$ cat config.mk
export PLATFORM = sky130hd
export DESIGN_NAME = systolic_ctrl
export DESIGN_NICKNAME = d
export VERILOG_FILES = /design/src/rtl/systolic_pkg.sv /design/src/rtl/ctrl_step_counter.sv /design/src/rtl/systolic_ctrl.sv
export SDC_FILE = /design/constraint.sdc
export NUM_CORES = 1
export LEC_CHECK = 0
export CAP_MARGIN = 20
export CORE_ASPECT_RATIO = 0.5
export CORE_MARGIN = 2
export CORE_UTILIZATION = 50
export CTS_CLUSTER_SIZE = 28
export DETAILED_ROUTE_END_ITERATION = 12
export PLACE_DENSITY = 0.76
export SLEW_MARGIN = 20
export SYNTH_ARGS = -nofsm -noshare
export SYNTH_HDL_FRONTEND = slang
export SYNTH_SLANG_ARGS = --single-unit
$ cat constraint.sdc
create_clock -name clk -period 3.35 [get_ports clk]
set_input_delay 0.5025 -clock clk [delete_from_list [all_inputs] [get_ports clk]]
set_output_delay 0.5025 -clock clk [all_outputs]
set_load 0.005 [all_outputs]
$ cat src/rtl/systolic_pkg.sv
// Shared types and constants for the systolic array sequencer.
package systolic_pkg;

    // Controller phases of one tile job.
    typedef enum logic [2:0] {
        ST_IDLE,
        ST_CLEAR,
        ST_LOAD,
        ST_COMPUTE,
        ST_READ,
        ST_DONE
    } state_e;

    // Broadcast PE mode encodings.
    localparam logic [1:0] MODE_IDLE       = 2'b00;
    localparam logic [1:0] MODE_WS_LOAD    = 2'b01;
    localparam logic [1:0] MODE_OS         = 2'b10;
    localparam logic [1:0] MODE_WS_COMPUTE = 2'b11;

    // Index width for n entries; never returns 0 so that degenerate sizes still give a legal vector.
    function automatic int unsigned idx_width(input int unsigned n);
        return (n <= 1) ? 1 : $clog2(n);
    endfunction

endpackage

$ cat src/rtl/ctrl_step_counter.sv
// Loadable up-counter with hold and terminal-count flag.
// One instance steps through LOAD, COMPUTE and READ in turn; the owner
// supplies the terminal value for the phase it is in.
module ctrl_step_counter #(
    parameter int unsigned W = 8
) (
    input  logic         clk,
    input  logic         rst_n,
    input  logic         load,      // restart from load_val (wins over advance)
    input  logic [W-1:0] load_val,
    input  logic         advance,   // step by one; low means hold (stall)
    input  logic [W-1:0] last,      // terminal value for the current phase
    output logic [W-1:0] count,
    output logic         at_last
);

    logic [W-1:0] count_d;
    logic [W-1:0] count_q;

    // Next count: load has priority, otherwise advance or hold.
    always_comb begin
        count_d = count_q;
        if (load) begin
            count_d = load_val;
        end else if (advance) begin
            count_d = count_q + W'(1);
        end
    end

    // Count register.
    // NOTE: clocked state uses <= so every flop samples pre-edge values; a blocking = here would make results depend on process order.
    always_ff @(posedge clk or negedge rst_n) begin
        if (!rst_n) begin
            count_q <= '0;
        end else begin
            count_q <= count_d;
        end
    end

    assign count   = count_q;
    assign at_last = (count_q == last);

endmodule

$ cat src/rtl/systolic_ctrl.sv
// Tile-job sequencer for the reconfigurable WS/OS systolic array.
// One start runs CLEAR, LOAD (WS only), COMPUTE with pipeline flush,
// READ (OS only) and a one-cycle DONE.
// Optional feature macro: SYSTOLIC_CTRL_STALL_EN -- when defined, a low
// in_valid during LOAD or during the feeding part of COMPUTE freezes the
// array for that cycle; when undefined in_valid is ignored.
module systolic_ctrl
    import systolic_pkg::*;
#(
    parameter int ROWS    = 8,
    parameter int COLS    = 8,
    parameter int K_WIDTH = 8,
    parameter int CNT_W   = K_WIDTH + $clog2(ROWS + COLS) + 1
) (
    input  logic                          clk,
    input  logic                          rst_n,
    input  logic                          start,
    input  logic                          os_mode,
    input  logic [K_WIDTH-1:0]            k_len,
    input  logic                          in_valid,
    input  logic                          out_ready,
    output logic [1:0]                    mode_ctrl,
    output logic                          weight_clr,
    output logic                          feed_en,
    output logic [CNT_W-1:0]              feed_idx,
    output logic                          sum_valid,
    output logic                          out_valid,
    output logic [idx_width(COLS)-1:0]    out_col,
    output logic                          busy,
    output logic                          done
);

    localparam int unsigned COL_W = idx_width(COLS);

    localparam logic [CNT_W-1:0] ROWS_C      = CNT_W'(ROWS);
    localparam logic [CNT_W-1:0] LOAD_LAST   = CNT_W'(ROWS - 1);
    localparam logic [CNT_W-1:0] READ_LAST   = CNT_W'(COLS - 1);
    // Last COMPUTE step minus k_len: WS flush is one step longer than OS.
    localparam logic [CNT_W-1:0] WS_TAIL     = CNT_W'(ROWS + COLS - 2);
    localparam logic [CNT_W-1:0] OS_TAIL     = CNT_W'(ROWS + COLS - 3);

    state_e               state_q, state_d;
    logic                 os_q, os_d;
    logic [K_WIDTH-1:0]   k_q, k_d;

    logic [CNT_W-1:0]     cnt;
    logic                 cnt_at_last;
    logic                 cnt_load;
    logic                 cnt_adv;
    logic [CNT_W-1:0]     cnt_last;

    logic [CNT_W-1:0]     k_ext;
    logic                 feeding;
    logic                 in_window;
    logic                 stall;

    assign k_ext     = CNT_W'(k_q);
    assign feeding   = (cnt < k_ext);
    assign in_window = (cnt >= ROWS_C) && (cnt < ROWS_C + k_ext);

`ifdef SYSTOLIC_CTRL_STALL_EN
    // Missing feeder data freezes the array only while data is actually being consumed.
    assign stall = !in_valid && ((state_q == ST_LOAD) || ((state_q == ST_COMPUTE) && feeding));
`else
    assign stall = 1'b0;
    logic unused_in_valid;
    assign unused_in_valid = in_valid;
`endif

    ctrl_step_counter #(
        .W (CNT_W)
    ) u_step (
        .clk      (clk),
        .rst_n    (rst_n),
        .load     (cnt_load),
        .load_val ('0),
        .advance  (cnt_adv),
        .last     (cnt_last),
        .count    (cnt),
        .at_last  (cnt_at_last)
    );

    // Next-state, config latch and step-counter control.
    // NOTE: every signal gets a default before the case so no path leaves one unassigned, which would infer a latch.
    always_comb begin
        state_d  = state_q;
        os_d     = os_q;
        k_d      = k_q;
        cnt_load = 1'b0;
        cnt_adv  = 1'b0;
        cnt_last = '0;
        case (state_q)
            ST_IDLE: begin
                if (start) begin
                    os_d     = os_mode;
                    k_d      = (k_len == '0) ? K_WIDTH'(1) : k_len;
                    cnt_load = 1'b1;
                    state_d  = ST_CLEAR;
                end
            end
            ST_CLEAR: begin
                cnt_load = 1'b1;
                state_d  = os_q ? ST_COMPUTE : ST_LOAD;
            end
            ST_LOAD: begin
                cnt_last = LOAD_LAST;
                if (!stall) begin
                    if (cnt_at_last) begin
                        cnt_load = 1'b1;
                        state_d  = ST_COMPUTE;
                    end else begin
                        cnt_adv = 1'b1;
                    end
                end
            end
            ST_COMPUTE: begin
                cnt_last = k_ext + (os_q ? OS_TAIL : WS_TAIL);
                if (!stall) begin
                    if (cnt_at_last) begin
                        cnt_load = 1'b1;
                        state_d  = os_q ? ST_READ : ST_DONE;
                    end else begin
                        cnt_adv = 1'b1;
                    end
                end
            end
            ST_READ: begin
                cnt_last = READ_LAST;
                if (out_ready) begin
                    if (cnt_at_last) begin
                        cnt_load = 1'b1;
                        state_d  = ST_DONE;
                    end else begin
                        cnt_adv = 1'b1;
                    end
                end
            end
            ST_DONE: begin
                state_d = ST_IDLE;
            end
            default: begin
                state_d = ST_IDLE;
            end
        endcase
    end

    // State and latched job configuration.
    always_ff @(posedge clk or negedge rst_n) begin
        if (!rst_n) begin
            state_q <= ST_IDLE;
            os_q    <= 1'b0;
            k_q     <= '0;
        end else begin
            state_q <= state_d;
            os_q    <= os_d;
            k_q     <= k_d;
        end
    end

    // Output decode from state and step count only; start never reaches an output.
    always_comb begin
        mode_ctrl  = MODE_IDLE;
        weight_clr = 1'b0;
        feed_en    = 1'b0;
        feed_idx   = '0;
        sum_valid  = 1'b0;
        out_valid  = 1'b0;
        out_col    = '0;
        busy       = 1'b0;
        done       = 1'b0;
        case (state_q)
            ST_CLEAR: begin
                busy       = 1'b1;
                weight_clr = 1'b1;
            end
            ST_LOAD: begin
                busy     = 1'b1;
                feed_idx = cnt;
                if (!stall) begin
                    mode_ctrl = MODE_WS_LOAD;
                    feed_en   = 1'b1;
                end
            end
            ST_COMPUTE: begin
                busy = 1'b1;
                if (feeding) begin
                    feed_idx = cnt;
                end
                if (!stall) begin
                    mode_ctrl = os_q ? MODE_OS : MODE_WS_COMPUTE;
                    feed_en   = feeding;
                    sum_valid = !os_q && in_window;
                end
            end
            ST_READ: begin
                busy      = 1'b1;
                out_valid = 1'b1;
                out_col   = cnt[COL_W-1:0];
            end
            ST_DONE: begin
                done = 1'b1;
            end
            default: begin
            end
        endcase
    end

endmodule

Yosys cells after proc, flatten, opt, wreduce, memory -nomap -nowiden --
Cells that the tools add are included.
Word-level totals: input port bits 14, output and inout port bits 24, logic and storage cells 63, register bits after elaboration 25
Cells by class: reductions and logical operators 11, add/sub/neg operators 3, multiplexer cells 31, equality and inequality tests 11, $lt $le $gt $ge 3
Operators by type and width (count):
- 13-bit two-way mux | 3
- 13-bit one-hot mux with 2 select lines | 1
- 3-bit two-way mux | 6
- 9-bit one-hot mux with 2 select lines | 1
- 3-bit one-hot mux with 5 select lines | 1
- 13-bit by 1-bit adder with 13-bit output (second input constant) | 1
- 13-bit by 9-bit == test with 1-bit output | 1
- 13-bit by 4-bit >= comparator with 1-bit output (second input constant) | 1
- 13-bit by 8-bit < comparator with 1-bit output | 1
- 13-bit by 9-bit < comparator with 1-bit output | 1
- 1-bit two-way mux | 13
- 2-bit != test (second input constant) | 5
- 4-bit by 8-bit adder with 9-bit output (first input constant) | 1
- 8-bit by 4-bit adder with 9-bit output | 1
- 8-bit logical NOT | 1
- 8-bit two-way mux | 1
- 3-bit by 2-bit == test with 1-bit output (second input constant) | 2
- 3-bit == test (second input constant) | 2
- 5-bit AND reduction | 1
- 1-bit one-hot mux with 2 select lines | 2
- 1-bit one-hot mux with 4 select lines | 1
- 2-bit one-hot mux with 2 select lines | 1
- 2-bit OR reduction | 2
- 4-bit OR reduction | 1
- other kinds (7) | 8

Longest topological paths before layout --
Gate-level depths: netlist (run 1).
word-level depth 9, mapped depth 10, depth with buffers taken out 10

By module --
A second synthesis (run 1) with hierarchy kept.
Second synthesis, totals: cell total of the unflattened synthesis 270, area total of the unflattened synthesis 2240.9 um2
Modules (own cells, without submodules):
- systolic_ctrl | area an instance 1347.5 um2, times used 1, seq. area each 300.3 um2, cells each 173
- ctrl_step_counter | area an instance 893.4 um2, times used 1, seq. area each 325.3 um2, cells each 97

Worst setup path after synthesis (run 1) --
OpenSTA, ideal clock, no wires.
kind reg2reg, from reg os_q, to reg state_q[0], setup slack 610 ps, arrival time 2616 ps, library setup time 124 ps, required time 3226 ps, period minus slack after synthesis 2740 ps, stages on the path, launching flop included 11, path buffers 0, path through dfrtp_1 -> ha_1 -> fa_1 -> nor3_1 -> xnor2_1 -> nor2_1 -> nand4b_1 -> a311oi_1 -> nor4b_4 -> nor4b_1 -> a211o_1
On the way: cells in the longest elaborated chain, start to end 6, elaborated cells between the ends (all ways) 12, classes of those cells add/sub: 1; eq/ne: 4; mux: 6; reduce/logical: 1
Ends and longest elaborated chain:
- start: declaration | RTL line systolic_ctrl.sv:43 | logic os_q, os_d;
- start signal: assignment | RTL line systolic_ctrl.sv:155 | os_q <= os_d;
- 2-bit two-way mux | RTL line systolic_ctrl.sv:117 | cnt_last = k_ext + (os_q ? OS_TAIL : WS_TAIL);
- 8-bit by 4-bit adder with 9-bit output | RTL line systolic_ctrl.sv:117
- 9-bit one-hot mux with 2 select lines | RTL line systolic_ctrl.sv:92 | case (state_q)
- 13-bit by 9-bit == test with 1-bit output | RTL line ctrl_step_counter.sv:41 | assign at_last = (count_q == last);
- 2-bit != test (no line)
- 5-bit AND reduction (no line)
- end signal: assignment | RTL line systolic_ctrl.sv:154 | state_q <= state_d;
- end: declaration | RTL line systolic_ctrl.sv:42 | state_e state_q, state_d;
Several ways; a longest one is shown, not always the timed one. The select of a mux whose other input is x is not followed. A chain may end at the register's enable or synchronous reset.

Worst setup path in the final report (run 1) --
from reg k_q[1], to out feed_idx[0]
On the way: cells in the longest elaborated chain, start to end 3
Ends and longest elaborated chain:
- start: declaration | RTL line systolic_ctrl.sv:44 | logic [K_WIDTH-1:0] k_q, k_d;
- start signal: assignment | RTL line systolic_ctrl.sv:156 | k_q <= k_d;
- 13-bit by 8-bit < comparator with 1-bit output | RTL line systolic_ctrl.sv:58 | assign feeding = (cnt < k_ext);
- 13-bit two-way mux | RTL line systolic_ctrl.sv:186 | if (feeding) begin
- 13-bit one-hot mux with 2 select lines | RTL line systolic_ctrl.sv:171 | case (state_q)
- end: declaration | RTL line systolic_ctrl.sv:25 | output logic [CNT_W-1:0] feed_idx,
Every way passes these cells.

==> results of run 1 <==
## what timing repair did
| action | CTS | global route |
|---|---|---|
| setup endpoints to repair | 2 | 9 |
| buffers inserted | 0 | 2 |
| resized for setup | 1 | 3 |
| cloned | 0 | 1 |
## cell usage in the layout, fill, tap and decap left out, drive strengths merged, types with 13 or more instances in the layout
cell           Yosys  layout
and2              18      18
dfrtp             25      25
ha                19      19
buf                0      13
a21oi             13      13
clkdlybuf4s50      0      36
nor2              18      18
inv               14      14
nand2             18      18
xnor2             16      16
## registers in the layout (all words and copies together), names as in the netlist
register	count
state_q	3
os_q	1
k_q	8
u_step.count	13
## metal layers
layer  part of all wire [%]  wire, um
met1                     49      2729
met2                     45      2472
met3                    5.2       289
met4                   0.71        39
met5                      0         0
## cell families (layout without fill, tap and decap cells)
logic type      count (synthesis)  after routing  synth area share [%]
buf+inv                        23             67                 4.019
xor+xnor                       23             23                 9.377
flops                          25             25                 29.12
compound gates                 56             57                 18.06
fa+ha+maj                      20             20                 12.00
simple gates                  104            104                 27.43
## layout make-up
class,count,area (um^2),share of cell area [%]
Multi-Input combinational cell,204,1459,53.78
Sequential cell,25,626.9,23.11
Inverter,14,52.55,1.937
Timing Repair Buffer,49,457.9,16.88
Tap cell,54,67.56,2.491
Clock buffer,3,41.29,1.522
Clock inverter,1,7.507,0.2768
## final timing paths
| kind | endpoint | slack, ns | cells past startpoint |
|---|---|---|---|
| max in group asynchronous | k_q[3] | 2.48 | 2 |
| setup reg to reg | u_step.count[8] | 0.21 | 11 |
| hold / removal | u_step.count[12] | 0.58 | 2 |
| setup / recovery | feed_idx[0] | 0.14 | 10 |
| hold reg to reg | u_step.count[12] | 0.59 | 2 |
| min in group clk | u_step.count[12] | 0.59 | 2 |
## power breakdown
part | total (mW) | switching [mW] | internal (mW) | leakage [nW]
Sequential | 0.583 | 0.174 | 0.409 | 0.313
Clock | 0.187 | 0.102 | 0.0846 | 0.0217
Combinational | 1.66 | 0.841 | 0.816 | 0.876
## worst reg2reg max path: cells and delay by family (launching register included)
family                   cells  cell delay, ns
adder cells (fa/ha/maj)      2            0.71
AND/OR/NAND/NOR              4            0.71
buffers and inverters        1            0.19
flip-flops                   1            0.48
AO/OA/AOI/OAI                2            0.65
XOR/XNOR                     2            0.36
## stage by stage
step / util, % / power (mW) / hold slack, ns / instances
global placement: 65.72 / 2.125 / 0.5585 / 343
finish: 67.75 / 2.427 / 0.5784 / 350
floorplan: - / 1.630 / 0.2069 / 251
CTS: 66.97 / 2.372 / 0.5894 / 347
global route: 67.75 / 2.655 / 0.6025 / 350
detailed placement: 65.72 / 2.168 / 0.5560 / 343
==> impl_metrics.json, run 1 <==
{
  "fmax_ghz": 0.3119,
  "crit_path_end_kind": "primary output",
  "routed_wl_um": 5530,
  "period_share_pct": 95.72,
  "grtUsageMet3_pct": 5.850,
  "grt_pass1_vias": 1937,
  "crit_buf_inv": 2,
  "post-route-cell-area_mm2": 0.002713,
  "cap_violations": 0,
  "slew_violations": 0,
  "start_util_pct": 53.66,
  "startpoint_type": "flip-flop",
  "synth_top_cell_area_share_pct": 29.12,
  "slowest_stage": "clkdlybuf4s50_1",
  "yosysTopAreaCell": "dfrtp_1",
  "path_common_cell": "a21o_1",
  "cts_buffers": 3,
  "status": "finished, final reports clean",
  "drive_above_1_share_pct": 10.14,
  "rsz0062_at_grt": "false",
  "vias_per_cell": 5.643,
  "cts_hold_buffers": 0,
  "core_region_area_mm2": 0.004004,
  "cp_slowest_stage_delay_ns": 0.49,
  "cp.arrival_ns": 2.70,
  "crit_chain": "inv_1 -> ha_1 -> a21o_1 -> a21o_1 -> a21o_1 -> a21o_1 -> a21oi_2 -> o21a_1 -> and2_1 -> clkdlybuf4s50_1",
  "antenna_found_initial": 0,
  "hold_viol_final": 0,
  "synthDistinctLibCells": 46,
  "r2r-start": "os_q",
  "pin_count": 38,
  "drcViolationCount": 0,
  "htree_levels": 1,
  "fp.dieW_um": 96.70,
  "row_count": 16,
  "critPathLaunch": "k_q[1]",
  "syn_inst": 251,
  "grt_max_degree": 26,
  "fin_ws_ns": 0.1434,
  "critPathMaxFanout": 4,
  "ys_seq_area_share_pct": 29.12,
  "die_h_um": 50.35,
  "placedInstanceArea_mm2": 0.002631,
  "critPathKind": "flip-flop to primary output",
  "wl_per_cell_um": 15.80,
  "grtUsageMet1_pct": 32.29,
  "yosysMostFrequentCell": "dfrtp_1",
  "vdd_drop_max_mv": 0.3387,
  "insertion_delay_ns": 0.28,
  "antenna_cells": 0,
  "cp.required_ns": 2.85,
  "gp_congestion": 0.8728,
  "grt_pass1_wl_um": 9370,
  "nFillCells": 339,
  "maxSlewHeadroom_pct": 71.40,
  "clock_path_buffers": 2,
  "port_buffers": 36,
  "dr_total_vias": 1975,
  "grt_util_met2_pct": 40.05,
  "hold_path.class": "input port to async pin",
  "post-route-min-period_ns": 3.207,
  "place_hpwl_um": 4192,
  "grt_overflow_total": 0,
  "tritoncts": "yes",
  "synth_common_cells": "25 x dfrtp_1, 19 x ha_1, 18 x and2_1, 18 x nand2_1, 18 x nor2_1",
  "syn-num-nets": 285,
  "clk_pin_slew_worst_paths_ns": 0.09,
  "synth_edf_count": 0,
  "clock_sinks": 25,
  "area_growth_pct": 26.27,
  "grt_usage_pct": 24.05,
  "yosys_warnings": 0,
  "ys_ff_latch": 25,
  "setup_violations": 0,
  "skew_ns": 0.01085,
  "dr.pass1.iters": 4,
  "tightest_slew_ns": 0.4257,
  "syn_area_per_cell_um2": 8.559,
  "power-per-cell-area_mw_per_mm2": 894.5,
  "async_flop_share_pct": 100.0,
  "place_ws_ns": 0.2496,
  "fp.dieArea_mm2": 0.004869,
  "synth-main-ff-cell": "dfrtp_1",
  "nets": 331,
  "leakagePower_nw": 1.210,
  "root_buffer": "clkbuf_8",
  "synth.top_cells.by_area": "dfrtp_1 29%, ha_1 11%, xnor2_1 6.5%, and2_1 5.2%, nand2_1 3.1%",
  "drtAntennaViolNets": 0,
  "drtIter0Drc": 118,
  "setup_tns_ns": 0,
  "busiest_layer": "met2",
  "syn-cell-area_mm2": 0.002148,
  "cp_top_family": "compound AO/OA/AOI/OAI gates"
}
Note: power is estimated with default switching activity, not from simulation.
==> run 2, diff against run 1 <==
Settings changed: CORE_MARGIN 2 to default, CORE_UTILIZATION 50 to 48, PLACE_DENSITY 0.76 to 0.77.
Clock period 3.35 ns to 2.6 ns, I/O delays scaled along.
==> run 2 against run 1 <==
Compared with the run above: the flow now finishes with violations (setup timing); final cell count grew 13%; highest routed layer unchanged; clock power increased by 35%; total power is 84% higher; via count up 23%; routed wire length up 43%; sequential power rose by 20%; register-to-register slack got worse by 0.55 ns; die area decreased by 2.2%.
==> impl_metrics.json, run 2 (synthesis gave the netlist of run 1 again) <==
{
  "port_buffers": 36,
  "placedCellCount": 372,
  "vias_per_cell": 6.134,
  "grt_max_degree": 26,
  "p_total_mw": 4.473,
  "vdd_drop_max_mv": 0.5433,
  "leakagePower_nw": 1.548,
  "drive_above_1_share_pct": 38.42,
  "area_growth_pct": 56.32,
  "fp.dieArea_mm2": 0.004763,
  "core_region_area_mm2": 0.004084,
  "clock_path_buffers": 2,
  "wl_per_cell_um": 19.99,
  "dr.pass1.iters": 5,
  "cap_violations": 0,
  "slew_violations": 0,
  "antenna_found_initial": 0,
  "grt_overflow_total": 0,
  "crit_chain": "or4_4 -> a2111o_1 -> a21oi_2 -> buf_4 -> o21a_1 -> buf_6 -> and2_4 -> buf_6",
  "path_common_cell": "buf_6",
  "placedInstanceArea_mm2": 0.002895,
  "rsz0062_at_grt": "true",
  "fp.dieW_um": 96.61,
  "place_ws_ns": -0.2346,
  "drtIter0Drc": 246,
  "grt_usage_pct": 30.00,
  "tightest_slew_ns": 0.6119,
  "fin_hold_ws_ns": 0.4557,
  "critPathKind": "flip-flop to primary output",
  "setup_tns_ns": -7.694,
  "row_count": 16,
  "place_hpwl_um": 4619,
  "most-common-layout-cells": "48 x buf_4, 24 x dfrtp_1, 22 x buf_6",
  "final_common_cell": "buf_4",
  "startpoint_type": "flip-flop",
  "fmax_ghz": 0.3377,
  "drcViolationCount": 0,
  "maxSlewHeadroom_pct": 59.21,
  "cp.arrival_ns": 2.57,
  "routed_wl_um": 7896,
  "dr_total_vias": 2423,
  "status": "finished, violations left",
  "die_h_um": 49.31,
  "crit_path_end_kind": "primary output",
  "setup_violations": 31,
  "clock_sinks": 25,
  "power-per-cell-area_mw_per_mm2": 1332,
  "htree_levels": 1,
  "period_share_pct": 113.9,
  "hold_path.class": "input port to async pin",
  "fin_util_pct": 82.23,
  "nets": 376,
  "grt_pass1_wl_um": 11150,
  "skew_ns": 0.005668,
  "post-route-min-period_ns": 2.961,
  "clk_pin_slew_worst_paths_ns": 0.10,
  "tritoncts": "yes",
  "hold_viol_final": 0,
  "start_util_pct": 52.60,
  "critPathMaxFanout": 3,
  "largest_reg_flops": 13,
  "antenna_cells": 0,
  "drtAntennaViolNets": 0,
  "cp_slowest_stage_delay_ns": 0.56,
  "slowest_stage": "or4_4",
  "cp.required_ns": 2.21,
  "finalNonFillerCells": 395,
  "gp_congestion": 0.8264,
  "post-route-cell-area_mm2": 0.003358,
  "violations": "setup timing",
  "cts_buffers": 3,
  "grt_pass1_vias": 2272,
  "fin_ws_ns": -0.3612,
  "pin_count": 38,
  "insertion_delay_ns": 0.28,
  "root_buffer": "clkbuf_8"
}
run 2: cell types whose count changed in the layout (fill, tap and decap cells not counted), moves of 4 or more:
cell,delta
and2_1,-11
and2_4,+11
buf_4,+35
buf_6,+22
clkdlybuf4s50_1,-15
ha_1,-4
nor2_1,-5
nor2_2,+5
xnor2_1,-4
xnor2_2,+4
run 2: area by class of cell:
cell class,instances,area (um^2)
Sequential cell,25,626.9
Multi-Input combinational cell,204,1729
Timing Repair Buffer,94,833.3
Fill cell,231,725.7
Clock inverter,1,7.507
Clock buffer,3,41.29
Tap cell,54,67.56
Inverter,14,52.55
run 2: repair_timing:
item / in CTS / in global routing
buffers inserted: 11 / 8
pin swaps: 19 / 17
hold buffers: 0 / 0
gates resized for setup: 86 / 41
endpoints found under the hold margin: 0 / 0
gates cloned: 1 / 0
setup endpoints to repair: 31 / 31
run 2: critical path, delay by kind of cell (launching register included):
family                 cells  cell delay [ns]
AO/OA/AOI/OAI              3             0.82
flip-flops                 1             0.40
AND/OR/NAND/NOR            2             0.70
buffers and inverters      3             0.37
run 2: metal layers:
| metal | up-vias | wire (um) | track usage, % | share of wire (%) |
|---|---|---|---|---|
| met1 | 1140 | 3216 | 39.39 | 41 |
| met3 | 47 | 749 | 6.304 | 9.5 |
| li1 | 1070 | - | - | - |
| met2 | 166 | 3612 | 50.82 | 46 |
| met4 | 0 | 318 | 7.711 | 4.0 |
| met5 | - | 0 | 0 | 0 |
run 2: worst paths after layout:
check                                 start          endpoint  slack [ns]  cells after the start
max reg2reg                            os_q   u_step.count[7]       -0.34                     12
min in group clk                     k_q[2]            k_q[2]        0.59                      2
max                        u_step.count[12]       feed_idx[5]       -0.36                      8
min                                   rst_n  u_step.count[12]        0.46                      2
min reg2reg                          k_q[2]            k_q[2]        0.59                      2
max in group asynchronous             rst_n              os_q        1.85                      2
run 2: power breakdown:
part	switching (mW)	leakage, nW	internal (mW)
clock	0.143	0.0217	0.109
sequential	0.172	0.313	0.527
combinational	1.73	1.21	1.79
==> run 3, diff against run 2 <==
Settings changed: CORE_UTILIZATION 48 to 25, PLACE_DENSITY 0.77 to default, REMOVE_ABC_BUFFERS from default to 1.
==> run 3 against run 2 <==
Compared with the run above: the run still ends with setup timing left; hold slack better by 0.043 ns; die area up 89%; cell area up 1.2%; non-clock buffer count down 3; first-iteration DRC count down 53%; sequential share of layout area down 0.25 points; critical path depth up 4; total power down 1.7%; critical path type is now flip-flop to flip-flop.
==> impl_metrics.json, run 3 (synthesis gave the netlist of run 1 again) <==
{
  "status": "finished, violations left",
  "violations": "setup timing",
  "slew_violations": 0,
  "post-route-cell-area_mm2": 0.003397,
  "drcViolationCount": 0,
  "startpoint_type": "flip-flop",
  "critPathKind": "flip-flop to flip-flop",
  "drive_above_1_share_pct": 36.50,
  "antenna_found_initial": 0,
  "switchingPower_mw": 1.889,
  "routed_wl_um": 7065,
  "rsz0062_at_grt": "true",
  "cap_violations": 0,
  "fmax_ghz": 0.3569,
  "grt_overflow_total": 0,
  "power-per-cell-area_mw_per_mm2": 1294,
  "setup_tns_ns": -3.822,
  "tritoncts": "yes",
  "grt_pass1_wl_um": 11200,
  "p_int_mw": 2.508,
  "maxSlewHeadroom_pct": 56.87,
  "placedInstanceArea_mm2": 0.002979,
  "nets": 372,
  "setup_violations": 26,
  "drtIter0Drc": 115,
  "leakagePower_nw": 1.551,
  "cts_buffers": 3,
  "drtAntennaViolNets": 0,
  "htree_levels": 1,
  "power_frac_seq_pct": 15.0,
  "hold_path.class": "input port to async pin",
  "p_comb_share_pct": 76.8,
  "crit_path_end_kind": "flip-flop",
  "place_hpwl_um": 5012,
  "gp_congestion": 0.8541,
  "dr.pass1.iters": 4,
  "dr_total_vias": 2195,
  "area_growth_pct": 58.12,
  "fp.dieW_um": 133.1,
  "grt_max_degree": 26,
  "clock_path_buffers": 2,
  "pin_count": 38,
  "largest_reg_flops": 13,
  "root_buffer": "clkbuf_16",
  "fin_hold_ws_ns": 0.4986,
  "cp.required_ns": 2.76,
  "critPathMaxFanout": 6,
  "most-common-layout-cells": "42 x buf_4, 25 x dfrtp_1, 21 x clkdlybuf4s50_1, 21 x buf_6, 17 x nand2_1",
  "fp.dieArea_mm2": 0.008991,
  "start_util_pct": 26.29,
  "grt_pass1_vias": 2163,
  "die_h_um": 67.55,
  "clock_sinks": 25,
  "tightest_slew_ns": 0.6469,
  "hold_viol_final": 0,
  "cp.arrival_ns": 2.96,
  "wl_per_cell_um": 15.73,
  "vias_per_cell": 4.889,
  "finalNonFillerCells": 449,
  "final_common_cell": "buf_4",
  "p_total_mw": 4.397,
  "insertion_delay_ns": 0.27,
  "power_switching_share_pct": 42.96,
  "port_buffers": 36,
  "clk_pin_slew_worst_paths_ns": 0.07,
  "reg2reg_setup_slack_ns": -0.20,
  "period_share_pct": 107.8,
  "cts_hold_buffers": 0,
  "antenna_cells": 0,
  "fin_util_pct": 41.56,
  "skew_ns": 0.006759,
  "core_region_area_mm2": 0.008173,
  "p_clk_share_pct": 8.2,
  "grt_usage_pct": 16.35,
  "post-route-min-period_ns": 2.802,
  "placedCellCount": 436,
  "vdd_drop_max_mv": 0.3901,
  "row_count": 23,
  "place_ws_ns": -0.3510,
  "fin_ws_ns": -0.2018
}
[run 3: changes by cell type in the layout (fill, tap and decap cells not counted), sizes merged]
cell and delta:
clkinv +1, clkbuf +2, o21a -1, clkinvlp -1, buf -5
[run 3: routing by layer]
layer	share of wire, %	up-vias	GRT usage, %
met4	1.3	0	5.398
met2	48	54	28.14
li1	-	1069	-
met5	0	-	0
met3	5.3	9	3.228
met1	46	1063	20.93
[run 3: power groups by stage]
| stage | clock [mW] | sequential (mW) | combinational, mW |
|---|---|---|---|
| 3_5_place_dp | 0 | 0.657 | 2.55 |
| 3_3_place_gp | 0 | 0.653 | 2.49 |
| 2_1_floorplan | 0 | 0.741 | 1.33 |
| 6_report | 0.362 | 0.660 | 3.38 |
| 5_1_grt | 0.383 | 0.682 | 3.66 |
| 4_1_cts | 0.366 | 0.650 | 3.12 |
[run 3: worst max-delay path, cell delays in order, from the launching register on]
cell      delay, ns
dfrtp_1        0.41
ha_2           0.20
fa_2           0.42
nor3_4         0.23
xnor2_2        0.10
nor2b_1        0.13
o21ai_1        0.09
a311oi_2       0.28
nor4b_4        0.24
buf_6          0.18
nor3_4         0.05
buf_6          0.13
a22o_1         0.22
[run 3: repair_timing]
action,CTS,global route
cloned,1,0
gates resized for setup,102,29
pin swaps,33,18
endpoints found under the setup margin,31,31
buffers inserted,6,5
[run 3: worst paths after layout]
kind                        start               to  cells after the start
max                          os_q  u_step.count[6]                     12
min                         rst_n           k_q[3]                      2
max reg2reg                  os_q  u_step.count[6]                     12
min reg2reg                k_q[1]           k_q[1]                      2
max in group asynchronous   rst_n       state_q[1]                      2
min in group clk           k_q[1]           k_q[1]                      2
[run 3: cell type report]
type / instances / area (um^2)
fillers: 789 / 4776
multi-input cells: 203 / 1687
repair buffers: 91 / 812.0
flip-flops and latches: 25 / 625.6
well taps: 112 / 140.1
clock buffers: 3 / 75.07
inverters: 14 / 52.55
clock inverters: 1 / 5.005
==> patch: new RTL, flow settings as in run 1 <==
Register the input `os_mode` before use, without a reset. The logic sees it one clock later. The other inputs are not delayed to match.
--- a/src/rtl/systolic_ctrl.sv
+++ b/src/rtl/systolic_ctrl.sv
@@ -40,4 +40,10 @@
     localparam logic [CNT_W-1:0] OS_TAIL     = CNT_W'(ROWS + COLS - 3);
 
+    logic os_mode_q;
+
+    always_ff @(posedge clk) begin
+        os_mode_q <= os_mode;
+    end
+
     state_e               state_q, state_d;
     logic                 os_q, os_d;
@@ -93,5 +99,5 @@
             ST_IDLE: begin
                 if (start) begin
-                    os_d     = os_mode;
+                    os_d     = os_mode_q;
                     k_d      = (k_len == '0) ? K_WIDTH'(1) : k_len;
                     cnt_load = 1'b1;
Function: changed (Yosys sat finds a counterexample within 4 cycles, from zero or initial values and one cycle with rst_n low).
==> patch against run 1 <==
Synthesized area grew 3.1%; sequential cell count grew 1; first-iteration DRC count shrank 33%; setup slack gained 0.060 ns; total power shrank 0.43%; routed wire length shrank 1.9%; cell area shrank 0.97%; global-route usage shrank 1.1 points; die area grew 2.9%; final cell count shrank 2.6%; critical path type unchanged.
==> patch: results (changes against run 1) <==
Hpwl dp: 3950 µm (-5.7%)
Multi-input gates: 194 (-4.9%)
Number of global-route vias before repair: 1879 (-3.0%)
PwrDens: 899 nW/µm² (+0.54%)
DR WL/cell: 15.9 µm (+0.69%)
Wire length on met1: 2600 µm (-4.9%)
GRT Total Usage: 23.0% (-1.1 points)
Placed Area: 2580 µm² (-1.8%)
IO buf count: 36 (unchanged)
Ys async rst share: 96.2% (-3.8 points)
Register-to-register setup slack: 0.53 ns (+0.32 ns)
Wire length on met2: 2420 µm (-2.1%)
Die area: 5010 µm² (+2.9%)
LEAKAGE: 1.20 nW (-0.89%)
Yosys cell types: 54 (+17%)
CP delay by family, top: buffers and inverters
First-pass GRT wire length: 9260 µm (-1.2%)
Number of fillers in the final layout: 383 (+13%)
Least-Margin Pin Slew: 0.643 ns (+0.217 ns)
Clock-net power: 0.000271 W (+45%)
Multi-input combinational area share: 52.0% (-1.8 points)
Fraction of layout cells with a size suffix above 1: 11.6% (+1.5 points)
Hold Slack: 0.449 ns (-0.129 ns)
R2R cell count: 10 (-1)
CP Data Arrival Time: 2.64 ns (-0.06 ns)
Final GP Congestion: 0.838 (-4.0%)
Slowest stage delay, CP: 0.52 ns (+0.03 ns)
Clock latency at the later pin of the worst-skew pair: 0.28 ns (about the same)
GR Util met3: 4.38% (-1.5 points)
VDD IR max: 0.440 mV (+30%)
Part of the power in combinational logic: 63.8% (-4.5 points)
Sequential share of cell area: 24.1% (+1.0 points)
Data buffer area share: 16.9% (-0.021 points)
Core Util, Final: 62.2% (-5.5 points)
Logic inverters: 12 (-2)
Largest cells by area after synthesis: dfrtp_1 28%, ha_1 11%, xnor2_1 5.1%
Top routing layer used: met4
Clock buf/inv share: 2.65% (+0.86 points)
Crit Path Max Fanout: 13 (+9)
Synth cell count leaders: 25 x dfrtp_1, 22 x nand2_1, 19 x ha_1
Met1 GRT Util: 32.4% (+0.079 points)
# clock sinks: 26 (+4.0%)
Initial DRC count: 79 (-33%)
Worst hold path type: reg -> reg
Met2 Use GR: 36.8% (-3.3 points)
Cell internal pwr: 0.00135 W (+3.0%)
Status: completed
Sequential-to-total area share from yosys stat: 29.2% (+0.032 points)
Final Skew: 0.00600 ns (-0.00486 ns)
Non-clock buffers: 48 (-2.0%)
Routed length on met3: 348 µm (+20%)
DR vias/cell: 5.71 (+1.1%)
Largest net degree at the start of global routing: 26 (unchanged)
Final net count: 319 (-3.6%)
R2R Path End: state_q[0]
==> patch: changes by cell type after synthesis, sizes merged, moves of 5 or more <==
cell / delta
o21ai: +6
buf: +9
xor2: +5
o31ai: -5
a211oi: +7
nor2b: -7
nor2: -8
==> patch: how the worst max path moves through the flow <==
stage	to	depth (start not counted)	slack, ns
2_1_floorplan	state_q[0]	10	0.84
4_1_cts	sum_valid	8	0.04
5_1_grt	feed_idx[5]	10	0.13
6_report	feed_idx[5]	10	0.20
3_3_place_gp	sum_valid	8	0.40
3_5_place_dp	sum_valid	8	0.33
==> patch: stage by stage <==
stage | instances | setup WS [ns]
finish | 341 | 0.204
global placement | 334 | 0.401
floorplan | 248 | 0.839
global route | 341 | 0.132
detailed placement | 334 | 0.331
CTS | 338 | 0.0448
==> patch: logic make-up after synthesis <==
kind of cell    count (synthesis)  synth area share (%)
mux                             2                 0.904
simple gates                   86                  21.8
buf+inv                        28                  7.91
xor+xnor                       26                  10.6
compound gates                 60                  18.0
flops                          26                  29.2
fa+ha+maj                      20                  11.6
